[config.mk]
export PLATFORM = sky130hd
export DESIGN_NAME = fu_scheduler
export DESIGN_NICKNAME = d
export VERILOG_FILES = /design/src/rtl/rs_constants.sv /design/src/rtl/fu_timer.sv /design/src/rtl/fu_scheduler.sv
export SDC_FILE = /design/constraint.sdc
export NUM_CORES = 1
export LEC_CHECK = 0
export CAP_MARGIN = 15
export CORE_MARGIN = 2
export CORE_UTILIZATION = 52
export DETAILED_ROUTE_END_ITERATION = 16
export PLACE_DENSITY_LB_ADDON = 0.12
export SLEW_MARGIN = 40
export SYNTH_ARGS = -nofsm -noshare
export SYNTH_HDL_FRONTEND = slang
export SYNTH_SLANG_ARGS = --single-unit
[constraint.sdc]
create_clock -name clk -period 5.65 [get_ports clk]
set_clock_uncertainty 0.2 [all_clocks]
set_input_delay 0.8475 -clock clk [delete_from_list [all_inputs] [get_ports clk]]
set_output_delay 0.8475 -clock clk [all_outputs]
set_load 0.005 [all_outputs]
[src/rtl/rs_constants.sv]
// Shared constants for the reservation-station scheduler.
// FU indices, load/store opcodes and default FU latencies.
package rs_constants;

  localparam int NUM_FU = 3;

  localparam logic [1:0] FU_ALU0 = 2'd0;
  localparam logic [1:0] FU_ALU1 = 2'd1;
  localparam logic [1:0] FU_MEM  = 2'd2;

  localparam logic [6:0] OP_LOAD  = 7'b0000011;
  localparam logic [6:0] OP_STORE = 7'b0100011;

  localparam int ALU_LAT_DEF = 1;
  localparam int MEM_LAT_DEF = 3;

  function automatic logic is_mem_op(
    input logic [6:0] op
  );
    return (op == OP_LOAD) || (op == OP_STORE);
  endfunction

endpackage

[src/rtl/fu_timer.sv]
// Occupancy timer for one functional unit.
// Tracks busy cycles, the in-flight ROB tag and the completion pulse.
module fu_timer
  import rs_constants::*;
#(
  parameter int ROB_WIDTH = 6,
  parameter int LAT       = 1
) (
  input  logic                 clk,
  input  logic                 rst,
  input  logic                 flush,
  input  logic                 stall,
  input  logic                 grant,
  input  logic [ROB_WIDTH-1:0] rob,
  output logic                 ready,
  output logic                 cplt_valid,
  output logic [ROB_WIDTH-1:0] cplt_rob
);

  localparam logic [2:0] LAT3 = 3'(LAT);

  logic [2:0]           cnt;
  logic [ROB_WIDTH-1:0] tag;
  logic                 done;

  // Last busy cycle ends on this edge unless frozen.
  assign done  = (cnt == 3'd1) && !stall;

  // Free now, or freeing on this edge.
  assign ready = (cnt == 3'd0) || done;

  // Counter, tag and completion pulse.
  always_ff @(posedge clk or posedge rst) begin
    if (rst) begin
      cnt        <= 3'd0;
      tag        <= '0;
      cplt_valid <= 1'b0;
      cplt_rob   <= '0;
    end else if (flush) begin
      cnt        <= 3'd0;
      cplt_valid <= 1'b0;
    end else begin
      cplt_valid <= done;
      if (done) begin
        cplt_rob <= tag;
      end
      if (grant) begin
        cnt <= LAT3;
        tag <= rob;
      end else if ((cnt != 3'd0) && !stall) begin
        cnt <= cnt - 3'd1;
      end
    end
  end

endmodule

[src/rtl/fu_scheduler.sv]
// FU scheduler: dispatch assignment, issue grants, FU occupancy.
// Memory ops go to MEM; other ops alternate between ALU0 and ALU1.
module fu_scheduler
  import rs_constants::*;
#(
  parameter int ROB_WIDTH = 6,
  parameter int ALU_LAT   = ALU_LAT_DEF,
  parameter int MEM_LAT   = MEM_LAT_DEF
) (
  input  logic                   clk,
  input  logic                   rst,
  input  logic                   flush,
  input  logic                   disp_valid,
  input  logic                   disp_is_mem,
  output logic [1:0]             disp_fu,
  input  logic [2:0]             issue_req,
  input  logic [3*ROB_WIDTH-1:0] issue_rob,
  input  logic                   mem_stall,
  output logic [2:0]             issue_grant,
  output logic [2:0]             fu_ready,
  output logic [2:0]             complete_valid,
  output logic [3*ROB_WIDTH-1:0] complete_rob
);

  logic       next_alu;
  logic [2:0] raw_ready;
  logic [2:0] stall_vec;

  assign stall_vec   = {mem_stall, 2'b00};
  assign fu_ready    = flush ? 3'b000 : raw_ready;
  assign issue_grant = issue_req & fu_ready;

  // Pick the FU for the op being dispatched.
  always_comb begin
    disp_fu = FU_ALU0;
    unique case (1'b1)
      disp_is_mem:              disp_fu = FU_MEM;
      !disp_is_mem && next_alu: disp_fu = FU_ALU1;
      default:                  disp_fu = FU_ALU0;
    endcase
  end

  // Round-robin ALU pointer advances on each non-mem dispatch.
  always_ff @(posedge clk or posedge rst) begin
    if (rst) begin
      next_alu <= 1'b0;
    end else if (disp_valid && !disp_is_mem) begin
      next_alu <= !next_alu;
    end
  end

  for (genvar k = 0; k < NUM_FU; k++) begin : g_fu
    fu_timer #(
      .ROB_WIDTH(ROB_WIDTH),
      .LAT      ((k == 2) ? MEM_LAT : ALU_LAT)
    ) u_timer (
      .clk       (clk),
      .rst       (rst),
      .flush     (flush),
      .stall     (stall_vec[k]),
      .grant     (issue_grant[k]),
      .rob       (issue_rob[k*ROB_WIDTH +: ROB_WIDTH]),
      .ready     (raw_ready[k]),
      .cplt_valid(complete_valid[k]),
      .cplt_rob  (complete_rob[k*ROB_WIDTH +: ROB_WIDTH])
    );
  end

endmodule

# Word level (Yosys, flattened, before mapping)
# Index checks and enable logic that the tools add are counted.
# word_totals
inputBits	27
regBits	49
wordCells	60
# classes
eq_ne	3
reduce_logical	25
muxes	14
add_sub_neg	3
bitwise	2
# op_table
op	count
3-bit two-way mux	10
3-bit nonzero test	6
2-bit AND reduction	6
3-bit by 1-bit equality test with 1-bit output, second input constant	3
3-bit logical NOT	3
3-bit by 1-bit subtractor with 3-bit output, second input constant	3
1-bit logical AND	4
2-bit one-hot mux with 2 select lines	1
3-bit AND	1
1-bit logical NOT	3
1-bit logical OR	3
1-bit two-way mux	3
1-bit NOT	1

# Longest topological paths before layout
# Gate-level depths: netlist of the first run.
# logic_depth
ltp_word	7
depth_mapped	6
depth_no_buf	6

# By module
# Synthesis of the first run repeated with hierarchy kept, for this count alone.
# unflattened
cells_unflattened	167
hier_area_um2	2238.4
# modules_own_cells
mod	instances	cells_each	area_each_um2
fu_timer at g_fu[0].u_timer ...	2	51	706.9
fu_timer at g_fu[2].u_timer	1	52	706.9
fu_scheduler	1	13	117.6

# Worst setup path before layout of the first run
# No wires, ideal clock.
# synth_timing
path_type	in2out
start	in flush
end	out issue_grant[1]
path_stages	4
t_arrival_ps	1400
required_time_ps	4603
setup_slack_ps	3203
path_cell_list	nor3_2 > and2_4 > buf_6 > buf_4
# synth_between
elab_chain_len	2
# synth_rtl
element	line_no	source
start: declaration	fu_scheduler.sv:12	input logic flush,
3-bit two-way mux	fu_scheduler.sv:30	assign fu_ready = flush ? 3'b000 : raw_ready;
3-bit AND	fu_scheduler.sv:31	assign issue_grant = issue_req & fu_ready;
end: declaration	fu_scheduler.sv:19	output logic [2:0] issue_grant,
# Every way passes these cells.

# Worst setup path after layout of the first run
# layout_timing
start	in flush
end	out issue_grant[0]
# The elaborated chain is that of the path after synthesis.

==> flow_metrics.tcl, run 1 <==
set metrics [dict create \
    outcome "finished clean" \
    residual_drc 0 \
    synth.cell_area_um2 2250 \
    globalRouteTotalUtil_pct 17.4 \
    critPathKind "primary input to primary output" \
    layout_commonest_cell "sky130_fd_sc_hd__clkdlybuf4s50_1" \
    postSynthCellCount 161 \
    timing.max_cap.violations 0 \
    clock_latency_ns 0.30 \
    core_region_area_um2 4090 \
    placementRows 23 \
    first_pass_iters 4 \
    final_net_count 247 \
    post_cts_resize_count 0 \
    r2r_slack_ns 3.70 \
    detail_route.iter0.violations 95 \
    die_width_um 69.7 \
    cts-root-to-sink-buffers 2 \
    detailed_place_hpwl_mm 2.90 \
    worstRegToRegCells 5 \
    drt_via_density 5.19 \
    worstPathRequired_ns 4.60 \
    design.portCount 56 \
    worst_case_headroom_to_the_max_slew_limit_pct 61.2 \
    type_of_the_most_critical_hold_path "register to register" \
    fin_crit_ns 3.89 \
    numPortBuffers 55 \
    final_layout_size_suffix_gt1_share_pct 24.5 \
    die_height_um 69.7 \
    yosys_warnings 0 \
    cts_buffers 5 \
    timing.critical_path.slowest_cell_delay_ns 0.69 \
    route.antenna.remaining_nets 0 \
    final-setup-viol-count 0 \
    final.period_utilization_pct 68.8 \
    crit_path_start_kind "primary input" \
    post_synth_num_cell_types 33 \
    rr_endpoint "g_fu[2].u_timer.cplt_rob[2]$_DFFE_PP0P_" \
    critical_path.endpoint_type "primary output" \
    cts_max_level 2 \
    powerDensity_nw_per_um2 494 \
    leakage_uw 0.00123 \
    syn_area_per_cell_um2 13.9 \
    setup-tns-final_ns 0 \
    detailroute.via_count 1361 \
    hold-path-cell-count 1 \
    register_bit_total_from_synthesis 49 \
    fin_worst_hold_slack_ns 0.264 \
    critical_path.n_buffers_inverters 2 \
    hp-start "next_alu$_DFFE_PP0P_" \
    cts_root_buffer "sky130_fd_sc_hd__clkbuf_8" \
    fill_cells 284 \
    postCtsSetupRepairBufs 0 \
    crit_path_cell_trace "clkdlybuf4s50_1 > nor2_1 > and3_1 > clkdlybuf4s50_1" \
    worst_ir_drop_vdd_v 0.000258 \
    grt_start_max_net_pins 50 \
    grt_first_pass_wirelength_mm 6.63 \
    numClockSinks 49 \
    critical_path.top_delay_family "buffers and inverters" \
    tightestPinTransition_ns 0.583 \
    grt-ovfl-total 0 \
    antenna_found_initial 0 \
    dieArea_um2 4860 \
    cell_mode_on_critical_path "sky130_fd_sc_hd__clkdlybuf4s50_1" \
    grt_setup_unrepaired "false" \
    most-common-layout-cells "sky130_fd_sc_hd__clkdlybuf4s50_1 (55), sky130_fd_sc_hd__dfrtp_1 (49), sky130_fd_sc_hd__mux2_2 (24), sky130_fd_sc_hd__mux2_4 (12), sky130_fd_sc_hd__ha_1 (9)" \
    worst_ep_arrival_time_ns 2.84 \
    tritoncts "done" \
    timing_max_transition_violations_final 0 \
    syn_nets 197 \
    antenna-diode-count 0 \
    critical_register_to_register_path_startpoint "g_fu[2].u_timer.cnt[1]$_DFFE_PP0P_" \
    finalWirelength_mm 4.01 \
    initial_standard_cell_utilization_of_the_core_pct 55.0 \
    critPathMaxFanout 13 \
    cts_hold_bufs 0 \
    cp_slowest_cell "sky130_fd_sc_hd__clkdlybuf4s50_1" \
    cts.clk_slew.worst_paths_ns 0.08 \
    vias_in_the_first_global_route 1369 \
    final_hold_viol_count 0 \
    timing.hold.worst_endpoint "next_alu$_DFFE_PP0P_" \
    timing.fmax_mhz 257 \
    place_congestion 0.816 \
    routed_wire_length_per_instance_um 15.3 \
    yosysSeqAreaShare_pct 54.6 \
    syn2layout_area_growth_pct 26.9 \
]
-- flip-flops by register name, summed over array words and instances (netlist names) --
| signal | count |
|---|---|
| g_fu.u_timer.cplt_rob | 18 |
| g_fu.u_timer.tag | 18 |
| g_fu.u_timer.cnt | 9 |
| g_fu.u_timer.cplt_valid | 3 |
| next_alu | 1 |
-- per-stage QoR --
stage / cells / area, µm² / total power (µW) / setup slack (ns) / util (%)
4_1_cts: 262 / 2850 / 1420 / 1.77 / 69.7
3_3_place_gp: 254 / 2760 / 1180 / 1.84 / 67.5
2_1_floorplan: 161 / 2250 / 970 / 3.20 / -
3_5_place_dp: 254 / 2760 / 1220 / 1.77 / 67.6
6_report: 262 / 2850 / 1410 / 1.76 / 69.7
5_1_grt: 262 / 2850 / 1500 / 1.67 / 69.7
-- metal layers --
layer  wire (µm)  GRT usage [%]  part of all wire [%]  vias up
li1            -              -                     -      643
met1        1830           23.3                    45      668
met2        1890           26.6                    47       43
met3         237           5.67                   5.9        7
met4          65           6.20                   1.6        0
met5           0              0                     0        -
-- cell families after synthesis --
| kind of cell | Yosys count | share of synthesized area [%] |
|---|---|---|
| AO/OA/AOI/OAI | 15 | 4.68 |
| XOR/XNOR | 2 | 0.780 |
| adder cells (fa/ha/maj) | 9 | 5.01 |
| buffers and inverters | 20 | 5.74 |
| flip-flops | 49 | 54.6 |
| multiplexers | 38 | 20.9 |
| AND/OR/NAND/NOR | 28 | 8.25 |
-- report_power, final --
part / internal [µW] / switching [µW]
combinational: 393 / 205
clock: 85.6 / 115
sequential: 513 / 95.4
total: 992 / 415
-- layout make-up --
class	instances	area (µm²)	share of cell area, %
multi-input combinational	92	891	31.3
timing repair buffer	55	551	19.3
clock buffer	5	68.8	2.42
inverter	8	32.5	1.14
clock inverter	3	17.5	0.615
sequential	49	1230	43.0
tap	50	62.6	2.20
-- how the worst max path moves through the flow --
stage	from	to	cells past startpoint
6_report	flush	issue_grant[0]	4
5_1_grt	flush	issue_grant[0]	4
4_1_cts	flush	issue_grant[0]	4
3_3_place_gp	flush	issue_grant[0]	4
2_1_floorplan	flush	issue_grant[1]	4
3_5_place_dp	flush	issue_grant[0]	4
-- synth_stat cells --
cell type	count	share of area (%)
sky130_fd_sc_hd__mux2_4	12	8.0
sky130_fd_sc_hd__buf_6	4	2.0
sky130_fd_sc_hd__o21ba_2	2	0.89
sky130_fd_sc_hd__nand2b_1	3	0.84
sky130_fd_sc_hd__o21ai_0	2	0.45
sky130_fd_sc_hd__mux2i_1	2	0.89
sky130_fd_sc_hd__nor3_2	1	0.45
sky130_fd_sc_hd__a21oi_1	4	0.89
sky130_fd_sc_hd__clkbuf_1	1	0.17
sky130_fd_sc_hd__nor4b_1	1	0.39
sky130_fd_sc_hd__xnor2_1	2	0.78
sky130_fd_sc_hd__nor3_1	3	0.67
sky130_fd_sc_hd__mux2_2	24	12
sky130_fd_sc_hd__nor2_1	5	0.84
sky130_fd_sc_hd__o21bai_1	2	0.67
sky130_fd_sc_hd__nand3b_1	1	0.33
sky130_fd_sc_hd__inv_2	1	0.17
sky130_fd_sc_hd__nor2b_1	4	1.1
sky130_fd_sc_hd__dfrtp_1	49	55
sky130_fd_sc_hd__buf_2	1	0.22
sky130_fd_sc_hd__nor3b_4	1	0.84
sky130_fd_sc_hd__buf_4	6	2.0
sky130_fd_sc_hd__or2_0	1	0.28
sky130_fd_sc_hd__o211ai_2	1	0.56
sky130_fd_sc_hd__and2_4	1	0.39
sky130_fd_sc_hd__a31oi_1	2	0.56
sky130_fd_sc_hd__inv_1	7	1.2
sky130_fd_sc_hd__or4b_1	1	0.45
sky130_fd_sc_hd__and2_1	3	0.84
sky130_fd_sc_hd__o21a_1	2	0.67
sky130_fd_sc_hd__or3_1	2	0.56
sky130_fd_sc_hd__ha_1	9	5.0
sky130_fd_sc_hd__and3_1	1	0.28
-- worst register-to-register path: cells and delay by family (launching register included) --
| family | cells | cell delay [ns] |
|---|---|---|
| adder cells (fa/ha/maj) | 1 | 0.15 |
| buffers and inverters | 1 | 0.10 |
| flip-flops | 1 | 0.38 |
| multiplexers | 1 | 0.38 |
| AND/OR/NAND/NOR | 2 | 0.62 |
Power figures use the tool's default switching activity.
==> run 2, diff against run 1 <==
CORE_UTILIZATION = 49   (was 52)
clock period = 4.05 ns   (was 5.65 ns; I/O delays follow)
==> run 2 against run 1 <==
Register-to-register slack got worse by 1.6 ns. Global-route usage fell by 0.29 points. Count of clock-buffer cells in the layout rose by 2.
==> flow_metrics.tcl, run 2 (synthesized netlist as in run 1, its figures left out) <==
set metrics [dict create \
    timing_max_transition_violations_final 0 \
    die_width_um 71.7 \
    grt-ovfl-total 0 \
    grt_first_pass_wirelength_mm 6.69 \
    leakage_uw 0.00125 \
    timing.critical_path.slowest_cell_delay_ns 0.68 \
    finalWirelength_mm 3.99 \
    critical_path.endpoint_type "primary output" \
    first_pass_iters 4 \
    endpoint "issue_grant[2]" \
    vias_in_the_first_global_route 1393 \
    outcome "finished clean" \
    residual_drc 0 \
    hold-path-cell-count 1 \
    numClockSinks 49 \
    final_util_pct 65.9 \
    route.antenna.remaining_nets 0 \
    antenna-diode-count 0 \
    numPortBuffers 55 \
    cts_root_buffer "sky130_fd_sc_hd__clkbuf_8" \
    detail_route.iter0.violations 74 \
    final_layout_size_suffix_gt1_share_pct 24.4 \
    clock_latency_ns 0.29 \
    grt_setup_unrepaired "false" \
    final-setup-viol-count 0 \
    core_region_area_um2 4380 \
    crit_path_start_kind "primary input" \
    layout_commonest_cell "sky130_fd_sc_hd__clkdlybuf4s50_1" \
    dieArea_um2 5140 \
    critical_register_to_register_path_startpoint "g_fu[0].u_timer.cnt[0]$_DFFE_PP0P_" \
    fin_crit_ns 3.30 \
    cts.clk_slew.worst_paths_ns 0.08 \
    die_height_um 71.7 \
    timing.fmax_mhz 303 \
    cts_hold_bufs 0 \
    postCtsSetupRepairBufs 0 \
    grt_start_max_net_pins 50 \
    dpl.cell_count 257 \
    most-common-layout-cells "sky130_fd_sc_hd__clkdlybuf4s50_1 (55), sky130_fd_sc_hd__dfrtp_1 (49), sky130_fd_sc_hd__mux2_2 (24), sky130_fd_sc_hd__mux2_4 (12), sky130_fd_sc_hd__ha_1 (9)" \
    powerDensity_nw_per_um2 704 \
    fill_cells 325 \
    post_cts_resize_count 0 \
    type_of_the_most_critical_hold_path "register to register" \
    initial_standard_cell_utilization_of_the_core_pct 51.2 \
    r2r_slack_ns 2.14 \
    design.portCount 56 \
    multi_input_comb_area_um2 891 \
    detailroute.via_count 1375 \
    crit_start "flush" \
    cp_slowest_cell "sky130_fd_sc_hd__clkdlybuf4s50_1" \
    crit_path_cell_trace "clkdlybuf4s50_1 > nor2_1 > o211ai_2 > inv_2 > clkdlybuf4s50_1" \
    critical_path.n_buffers_inverters 3 \
    seqCellArea_um2 1230 \
    worst_ir_drop_vdd_v 0.000392 \
    rr_endpoint "g_fu[0].u_timer.tag[4]$_DFFE_PP0P_" \
    setup-tns-final_ns 0 \
    globalRouteTotalUtil_pct 17.1 \
    p_total_uw 2040 \
    cts_buffers 5 \
    cts_max_level 2 \
    tightestPinTransition_ns 0.579 \
    placementRows 24 \
    routed_wire_length_per_instance_um 15.1 \
    layout.cells.non_filler 265 \
    cts-root-to-sink-buffers 2 \
    antenna_found_initial 0 \
    critPathKind "primary input to primary output" \
    top_regs "g_fu.u_timer.cplt_rob (18), g_fu.u_timer.tag (18), g_fu.u_timer.cnt (9)" \
    cell_mode_on_critical_path "sky130_fd_sc_hd__clkdlybuf4s50_1" \
    final_hold_viol_count 0 \
    critPathMaxFanout 13 \
    drt_via_density 5.19 \
    worst_ep_arrival_time_ns 2.49 \
    worst_case_headroom_to_the_max_slew_limit_pct 61.4 \
    worstRegToRegCells 6 \
    final.period_utilization_pct 81.5 \
    syn2layout_area_growth_pct 28.6 \
    final_net_count 248 \
    place_congestion 0.742 \
    worstPathRequired_ns 3.24 \
    timing.critical_path.depth 5 \
    tritoncts "done" \
    detailed_place_hpwl_mm 2.97 \
    critical_path.top_delay_family "buffers and inverters" \
    timing.max_cap.violations 0 \
]
## run 2: stage by stage
step	cell area, µm²	hold slack (ns)	setup WS (ns)
4_1_cts	2890	0.284	0.736
3_3_place_gp	2770	0.253	0.836
5_1_grt	2890	0.300	0.588
6_report	2890	0.271	0.750
3_5_place_dp	2770	0.268	0.738
2_1_floorplan	2250	0.238	1.95
## run 2: how the worst min path moves through the flow
stage                      endpoint                  from  slack, ns
2_1_floorplan  next_alu$_DFFE_PP0P_  next_alu$_DFFE_PP0P_       0.24
3_3_place_gp   next_alu$_DFFE_PP0P_  next_alu$_DFFE_PP0P_       0.25
3_5_place_dp   next_alu$_DFFE_PP0P_  next_alu$_DFFE_PP0P_       0.27
4_1_cts        next_alu$_DFFE_PP0P_  next_alu$_DFFE_PP0P_       0.28
5_1_grt        next_alu$_DFFE_PP0P_  next_alu$_DFFE_PP0P_       0.30
6_report       next_alu$_DFFE_PP0P_  next_alu$_DFFE_PP0P_       0.27
## run 2: final cells by class
class	count	share of cell area, %
well taps	52	2.25
clock buffers	7	2.99
inverters	8	1.13
multi-input cells	92	30.8
repair buffers	56	19.3
flip-flops and latches	49	42.4
clock inverters	1	1.04
## run 2: report_power, final
group	leakage (µW)	internal [µW]	switching [µW]
clock network	0.0000585	201	146
logic	0.000597	551	285
registers	0.000599	717	136
## run 2: per-layer routing
metal,vias up,global-route usage (%),share of wire [%]
li1,648,-,-
met1,680,22.9,43
met2,41,26.9,49
met3,6,4.92,6.2
met4,0,5.66,1.4
met5,-,0,0
